<file path="src/rtl/uart_tx.sv">
// UART transmitter: pops one word from a show-ahead FIFO per frame and serialises it
// LSB first with one start bit and a configurable stop period, timed by a baud x16 Tick.
module uart_tx #(
    parameter int unsigned DATA_BITS  = 8,
    parameter int unsigned STOP_TICKS = 16
) (
    input  logic                 Clock,
    input  logic                 ResetN,
    input  logic                 Tick,
    input  logic                 FifoEmpty,
    input  logic [DATA_BITS-1:0] FifoData,
    output logic                 FifoRead,
    output logic                 Tx,
    output logic                 Busy,
    output logic                 Done
);

    // Tick counter widens only when the stop period needs more than 16 ticks.
    localparam int unsigned TickW = (STOP_TICKS > 16) ? $clog2(STOP_TICKS) : 4;

    typedef enum logic [1:0] {StIdle, StStart, StData, StStop} state_e;

    state_e               state_q, state_d;
    logic [TickW-1:0]     tick_cnt_q, tick_cnt_d;
    logic [2:0]           bit_cnt_q, bit_cnt_d;
    logic [DATA_BITS-1:0] shreg_q, shreg_d;
    logic                 tx_q, tx_d;
    logic                 busy_q, busy_d;
    logic                 done_q, done_d;

    always_comb begin
        state_d    = state_q;
        tick_cnt_d = tick_cnt_q;
        bit_cnt_d  = bit_cnt_q;
        shreg_d    = shreg_q;
        tx_d       = tx_q;
        done_d     = 1'b0;
        case (state_q)
            StIdle: begin
                // Tick in the pop cycle is deliberately ignored.
                if (!FifoEmpty) begin
                    shreg_d    = FifoData;
                    tick_cnt_d = '0;
                    bit_cnt_d  = '0;
                    tx_d       = 1'b0;
                    state_d    = StStart;
                end
            end
            StStart: begin
                if (Tick) begin
                    if (tick_cnt_q == TickW'(15)) begin
                        tick_cnt_d = '0;
                        bit_cnt_d  = '0;
                        tx_d       = shreg_q[0];
                        state_d    = StData;
                    end else begin
                        tick_cnt_d = tick_cnt_q + TickW'(1);
                    end
                end
            end
            StData: begin
                if (Tick) begin
                    if (tick_cnt_q == TickW'(15)) begin
                        tick_cnt_d = '0;
                        shreg_d    = shreg_q >> 1;
                        if (bit_cnt_q == 3'(DATA_BITS - 1)) begin
                            tx_d    = 1'b1;
                            state_d = StStop;
                        end else begin
                            bit_cnt_d = bit_cnt_q + 3'd1;
                            tx_d      = shreg_q[1];
                        end
                    end else begin
                        tick_cnt_d = tick_cnt_q + TickW'(1);
                    end
                end
            end
            StStop: begin
                if (Tick) begin
                    if (tick_cnt_q == TickW'(STOP_TICKS - 1)) begin
                        tick_cnt_d = '0;
                        done_d     = 1'b1;
                        state_d    = StIdle;
                    end else begin
                        tick_cnt_d = tick_cnt_q + TickW'(1);
                    end
                end
            end
            default: state_d = StIdle;
        endcase
        busy_d = (state_d != StIdle);
    end

    always_ff @(posedge Clock) begin
        if (!ResetN) begin
            state_q    <= StIdle;
            tick_cnt_q <= '0;
            bit_cnt_q  <= '0;
            shreg_q    <= '0;
            tx_q       <= 1'b1;
            busy_q     <= 1'b0;
            done_q     <= 1'b0;
        end else begin
            state_q    <= state_d;
            tick_cnt_q <= tick_cnt_d;
            bit_cnt_q  <= bit_cnt_d;
            shreg_q    <= shreg_d;
            tx_q       <= tx_d;
            busy_q     <= busy_d;
            done_q     <= done_d;
        end
    end

    // Pop strobe is gated by reset so a pending word waits until reset is released.
    assign FifoRead = ResetN && (state_q == StIdle) && !FifoEmpty;
    assign Tx       = tx_q;
    assign Busy     = busy_q;
    assign Done     = done_q;

endmodule

</file>
<file path="config.mk">
export PLATFORM = sky130hd
export DESIGN_NAME = uart_tx
export DESIGN_NICKNAME = d
export VERILOG_FILES = /design/src/rtl/uart_tx.sv
export SDC_FILE = /design/constraint.sdc
export NUM_CORES = 1
export LEC_CHECK = 0
export ABC_AREA = 1
export CAP_MARGIN = 10
export CORE_MARGIN = 2
export CORE_UTILIZATION = 34
export CTS_BUF_LIST = sky130_fd_sc_hd__clkbuf_8
export CTS_CLUSTER_SIZE = 28
export DETAILED_ROUTE_END_ITERATION = 10
export GPL_TIMING_DRIVEN = 0
export SLEW_MARGIN = 20
export SYNTH_ARGS = -nofsm -noshare
export SYNTH_HDL_FRONTEND = slang
export SYNTH_SLANG_ARGS = --single-unit
</file>
<file path="constraint.sdc">
create_clock -name Clock -period 1.8 [get_ports Clock]
set_clock_uncertainty 0.15 [all_clocks]
set_input_delay 0.27 -clock Clock [delete_from_list [all_inputs] [get_ports Clock]]
set_output_delay 0.27 -clock Clock [all_outputs]
set_load 0.02 [all_outputs]
</file>
==> impl_metrics.py, run 1 <==
metrics = {
    "cells_and_area": {
        "seq_area_um2": 405,
        "nNetsFinal": 201,
        "area_growth_pct": 29.9,
        "multi_input_area_um2": 656,
        "final_cell_mix": "nand2_1, dfxtp_1, a21oi_1, clkdlybuf4s50_1, nand3_1",
        "insertedDiodeCount": 0,
        "drive_gt1_frac": 0.139,
        "fill_cells": 308,
        "layout_commonest_cell": "nand2_1",
    },
    "power": {
        "p_total_w": 0.00118,
        "ir_drop_mv": 0.386,
        "power.leakage_nw": 0.679,
        "power_density_nw_per_um2": 827,
    },
    "sta": {
        "slew_headroom": 0.679,
        "max_freq_mhz": 567,
        "setup-violations-final": 0,
        "timing.final.crit_share": 0.979,
        "worst_slew_pin_slew_ps": 482,
        "final.setup.worst_slack_ps": 37.6,
        "finalHoldViolCount": 0,
        "maxSlewViolCount": 0,
        "tns_ps": 0,
        "fin_crit_ps": 1760,
        "holdWs_ps": 242,
    },
    "cts": {
        "cts.htree.levels": 1,
        "clock_path_buffers": 2,
        "cts.clk_slew.worst_paths_ps": 80,
        "clockRootBuffer": "clkbuf_8",
        "cts_tree": "built",
        "clock-sinks": 20,
        "cts_buffers": 3,
        "clock_latency_ps": 270,
        "ctsHoldBuffers": 0,
    },
    "detailed_routing": {
        "wire_per_inst_um": 10.9,
        "wl_um": 2450,
        "drtIter0Drc": 26,
        "drc": 0,
        "post_drt_via_cell_ratio": 4.73,
        "ant_nets": 0,
        "drtPass1Iterations": 4,
        "num_vias": 1059,
    },
    "worst_setup_path": {
        "slowest_stage": "dfxtp_4",
        "required_ps": 1380,
        "ff2ff_path_depth": 8,
        "arrival_ps": 1340,
        "setup.worst_path.end_class": "output port",
        "worstPathMaxFanout": 5,
        "crit_chain": "inv_1 > ha_4 > inv_2 > nor3_1 > buf_4",
        "slowest_delay_ps": 360,
        "critPathTopFamily": "flip-flops",
        "cp.depth": 5,
        "cp-start-kind": "flop",
        "worst-path-buf-inv": 3,
        "setup.worst_path.class": "reg2out",
    },
    "synth": {
        "ys_warn_count": 0,
        "synth_compound_area_frac": 0.141,
        "synth_xor_area_frac": 0.00795,
        "synth_adder_area_share": 0.0908,
        "synth_nets": 178,
        "synth_simple_gate_area_frac": 0.333,
        "synth-seq-cells": 20,
        "async_reset_ff_frac": 0,
        "synth-seq-area-share": 0.363,
        "synth-edff-count": 0,
        "synthFlopType": "dfxtp_1",
        "netlist-cell-type-count": 22,
        "synth_top_family_by_area": "simple AND/OR/NAND/NOR gates",
        "avgSynthCellArea_um2": 6.98,
        "synthesis.area_um2": 1100,
        "synthMuxAreaShare": 0,
        "syn_inst": 158,
    },
    "flow_run": {
        "maxCapViolCount": 0,
    },
    "placed_design": {
        "dpl_worst_slack_ps": -328,
        "dp.final_hpwl_um": 1730,
        "gp_congestion": 0.851,
        "io_buffers": 14,
    },
    "global_routing": {
        "grt_antenna_before_repair": 0,
        "grt_pass1_wl_um": 4010,
        "grt_max_degree": 13,
        "track_usage": 0.145,
        "grt_pass1_vias": 929,
        "grt_overflow": 0,
    },
    "outcome": {
        "run_status": "finished clean",
    },
    "die": {
        "fp.dieW_um": 60.9,
        "die_h_um": 60.9,
        "die_area_um2": 3710,
        "ios": 16,
        "start_util": 0.358,
        "core_area_um2": 3080,
        "num_rows": 20,
    },
    "worst_hold_path": {
        "hold_depth": 2,
        "hp-class": "in2reg",
    },
}
==> cell usage after synthesis (2+ instances only) <==
library cell	instances	share of area
clkbuf_1	3	0.010
dfxtp_1	20	0.36
inv_2	3	0.010
inv_1	11	0.037
nor2_1	6	0.020
nand4_1	2	0.011
nand3_1	12	0.054
ha_1	8	0.091
nand2_1	59	0.20
o21ai_0	2	0.0091
o21ai_1	6	0.027
a21oi_1	16	0.073
==> metrics by stage <==
step	utilization	instance area, um^2	cells
after CTS	0.454	1400	222
after global routing	0.465	1430	224
after detailed placement	0.422	1300	216
after floorplan	-	1100	158
final	0.465	1430	224
after global placement	0.422	1300	216
==> cell families after synthesis <==
| family | after synthesis |
|---|---|
| DFF | 20 |
| xor gates and xnor gates | 1 |
| and+or+nand+nor | 84 |
| buffers and inverters | 18 |
| adders and majority gates | 8 |
| AOI/OAI and AO/OA | 27 |
==> area by class of cell <==
| type | count | area share |
|---|---|---|
| Sequential cell | 20 | 0.283 |
| Clock inverter | 1 | 0.0210 |
| Buffer | 4 | 0.0166 |
| Timing Repair Buffer | 18 | 0.117 |
| Inverter | 14 | 0.0367 |
| Tap cell | 44 | 0.0385 |
| Clock buffer | 3 | 0.0288 |
| Multi-Input combinational cell | 120 | 0.458 |
==> routing by layer <==
metal	vias up	routed length, um	track usage
met4	0	16	0.0497
met5	-	0	0
met1	482	1170	0.183
met3	2	99	0.0448
met2	20	1160	0.235
li1	555	-	-
==> timing repair <==
action,4_1_cts,5_1_grt
setup buffers,2,2
resized for setup,11,7
hold endpoints to repair,0,0
setup endpoints to repair,16,16
pin swaps,1,2
==> registers in the layout, summed over array words and instances (netlist names) <==
signal      cells
Done            1
state_q         2
Tx              1
Busy            1
bit_cnt_q       3
tick_cnt_q      4
shreg_q         8
==> worst paths after layout <==
kind,end,slack [ps],start
setup reg to reg,bit_cnt_q[0],120,state_q[0]
hold reg to reg,shreg_q[2],300,shreg_q[2]
hold / removal,Tx,240,ResetN
setup / recovery,FifoRead,40,state_q[0]
==> power by group <==
group / internal (W) / switching (W)
registers: 0.000478 / 0.0000204
logic: 0.000101 / 0.000126
clock network: 0.000297 / 0.000161
total: 0.000877 / 0.000307
No activity file was read; power rests on OpenSTA's default activity.
==> inputs of run 2 (changes only) <==
- CORE_UTILIZATION: 34 -> 55
- PLACE_DENSITY: default -> 0.81
- REMOVE_ABC_BUFFERS: default -> 1
==> impl_metrics.py, run 2 (synthesized netlist as in run 1, its figures left out) <==
metrics = {
    "global_routing": {
        "grt_max_degree": 14,
        "grt_pass1_wl_um": 3990,
        "grt_overflow": 0,
        "grt_antenna_before_repair": 0,
        "track_usage": 0.211,
        "grt_pass1_vias": 970,
    },
    "sta": {
        "slew_headroom": 0.725,
        "maxSlewViolCount": 0,
        "worst_slew_pin_slew_ps": 409,
        "timing.final.crit_share": 0.953,
        "max_freq_mhz": 583,
        "setup-violations-final": 0,
        "finalHoldViolCount": 0,
        "final.setup.worst_slack_ps": 84.0,
        "grt_setup_unrepaired": "true",
        "fin_crit_ps": 1720,
    },
    "cts": {
        "cts.htree.levels": 1,
        "cts_tree": "built",
        "clock_path_buffers": 2,
        "clock-sinks": 20,
        "cts_buffers": 3,
        "clockRootBuffer": "clkbuf_8",
        "clock_latency_ps": 260,
        "cts.clk_slew.worst_paths_ps": 70,
    },
    "cells_and_area": {
        "drive_gt1_frac": 0.156,
        "layout_commonest_cell": "nand2_1",
        "seq_area_um2": 403,
        "top_regs": "shreg_q (8), tick_cnt_q (4), bit_cnt_q (3)",
        "nNetsFinal": 200,
        "final_cell_mix": "nand2_1, dfxtp_1, a21oi_1, clkdlybuf4s50_1, nand3_1",
        "fin_area_um2": 1420,
        "insertedDiodeCount": 0,
        "top_register": "shreg_q",
        "largest_reg_flops": 8,
        "area_growth_pct": 29.1,
        "fill_cells": 153,
        "multi_input_area_um2": 671,
    },
    "die": {
        "core_area_um2": 1920,
        "num_rows": 16,
        "fp.dieW_um": 48.8,
        "die_area_um2": 2380,
        "start_util": 0.574,
        "ios": 16,
        "die_h_um": 48.8,
    },
    "worst_setup_path": {
        "setup.worst_path.class": "reg2out",
        "reg2reg_to": "Tx",
        "ff2ff_path_depth": 9,
        "worstPathMaxFanout": 5,
        "rrSetupSlack_ps": 110,
        "setup.worst_path.end_class": "output port",
        "arrival_ps": 1300,
        "endpoint": "FifoRead",
        "cp-start-kind": "flop",
        "r2r_start": "state_q[1]",
        "required_ps": 1380,
        "crit_start": "state_q[1]",
    },
    "placed_design": {
        "gp_congestion": 0.854,
        "dpl_cell_area_um2": 1270,
        "io_buffers": 15,
        "dpl_worst_slack_ps": -677,
        "dp.final_hpwl_um": 1610,
    },
    "flow_run": {
        "maxCapViolCount": 0,
    },
    "power": {
        "power_density_nw_per_um2": 831,
        "p_total_w": 0.00118,
        "ir_drop_mv": 0.615,
        "power.leakage_nw": 0.677,
    },
    "detailed_routing": {
        "wire_per_inst_um": 11.9,
        "ant_nets": 0,
        "drc": 0,
        "post_drt_via_cell_ratio": 5.26,
        "num_vias": 1083,
        "drtPass1Iterations": 4,
        "wl_um": 2460,
        "drtIter0Drc": 19,
    },
    "worst_hold_path": {
        "hp-class": "in2reg",
    },
    "outcome": {
        "run_status": "finished clean",
    },
}
[run 2: layout make-up]
| type | instances | share of cell area |
|---|---|---|
| multi-input combinational | 120 | 0.471 |
| sequential | 20 | 0.283 |
| timing repair buffer | 21 | 0.130 |
| inverter | 14 | 0.0413 |
| clock buffer | 3 | 0.0290 |
| tap | 27 | 0.0237 |
| clock inverter | 1 | 0.0211 |
[run 2: per-stage QoR]
step	TNS (ps)	cells	hold slack (ps)	util
after floorplan	-7.87	154	204	-
after global placement	-3140	196	284	0.660
after detailed placement	-4000	196	304	0.660
after CTS	0	203	318	0.721
after global routing	-31.0	206	248	0.740
final	0	206	223	0.740
[run 2: report_power, final]
part           internal, W  leakage, nW  switching [W]
sequential        0.000478        0.165      0.0000212
clock             0.000297       0.0357       0.000151
combinational     0.000104        0.476       0.000131
total             0.000879        0.677       0.000302
[run 2: per-layer routing]
layer	part of all wire	track usage	up-vias
li1	-	-	555
met1	0.46	0.261	486
met2	0.48	0.354	36
met3	0.048	0.0399	6
met4	0.018	0.100	0
met5	0	0	-
[run 2: repair_timing]
action                     4_1_cts  5_1_grt
pin swaps                        0        1
hold buffers                     0        0
buffers inserted                 3        3
setup endpoints to repair       18       16
gates resized for setup         15        7
hold endpoints to repair         0        0
[run 2: worst min path at each step]
stage,from,to,cells past startpoint
global route,ResetN,Tx,2
global placement,shreg_q[2],shreg_q[2],2
floorplan,ResetN,Tx,1
detailed placement,shreg_q[5],shreg_q[5],2
CTS,shreg_q[1],shreg_q[1],2
finish,ResetN,Tx,2
[run 2: worst max-delay path: stages, from the launching register on]
cell and delay [ps]:
dfxtp_2 360, inv_2 110, ha_4 160, inv_2 60, nor3_1 150, buf_2 190
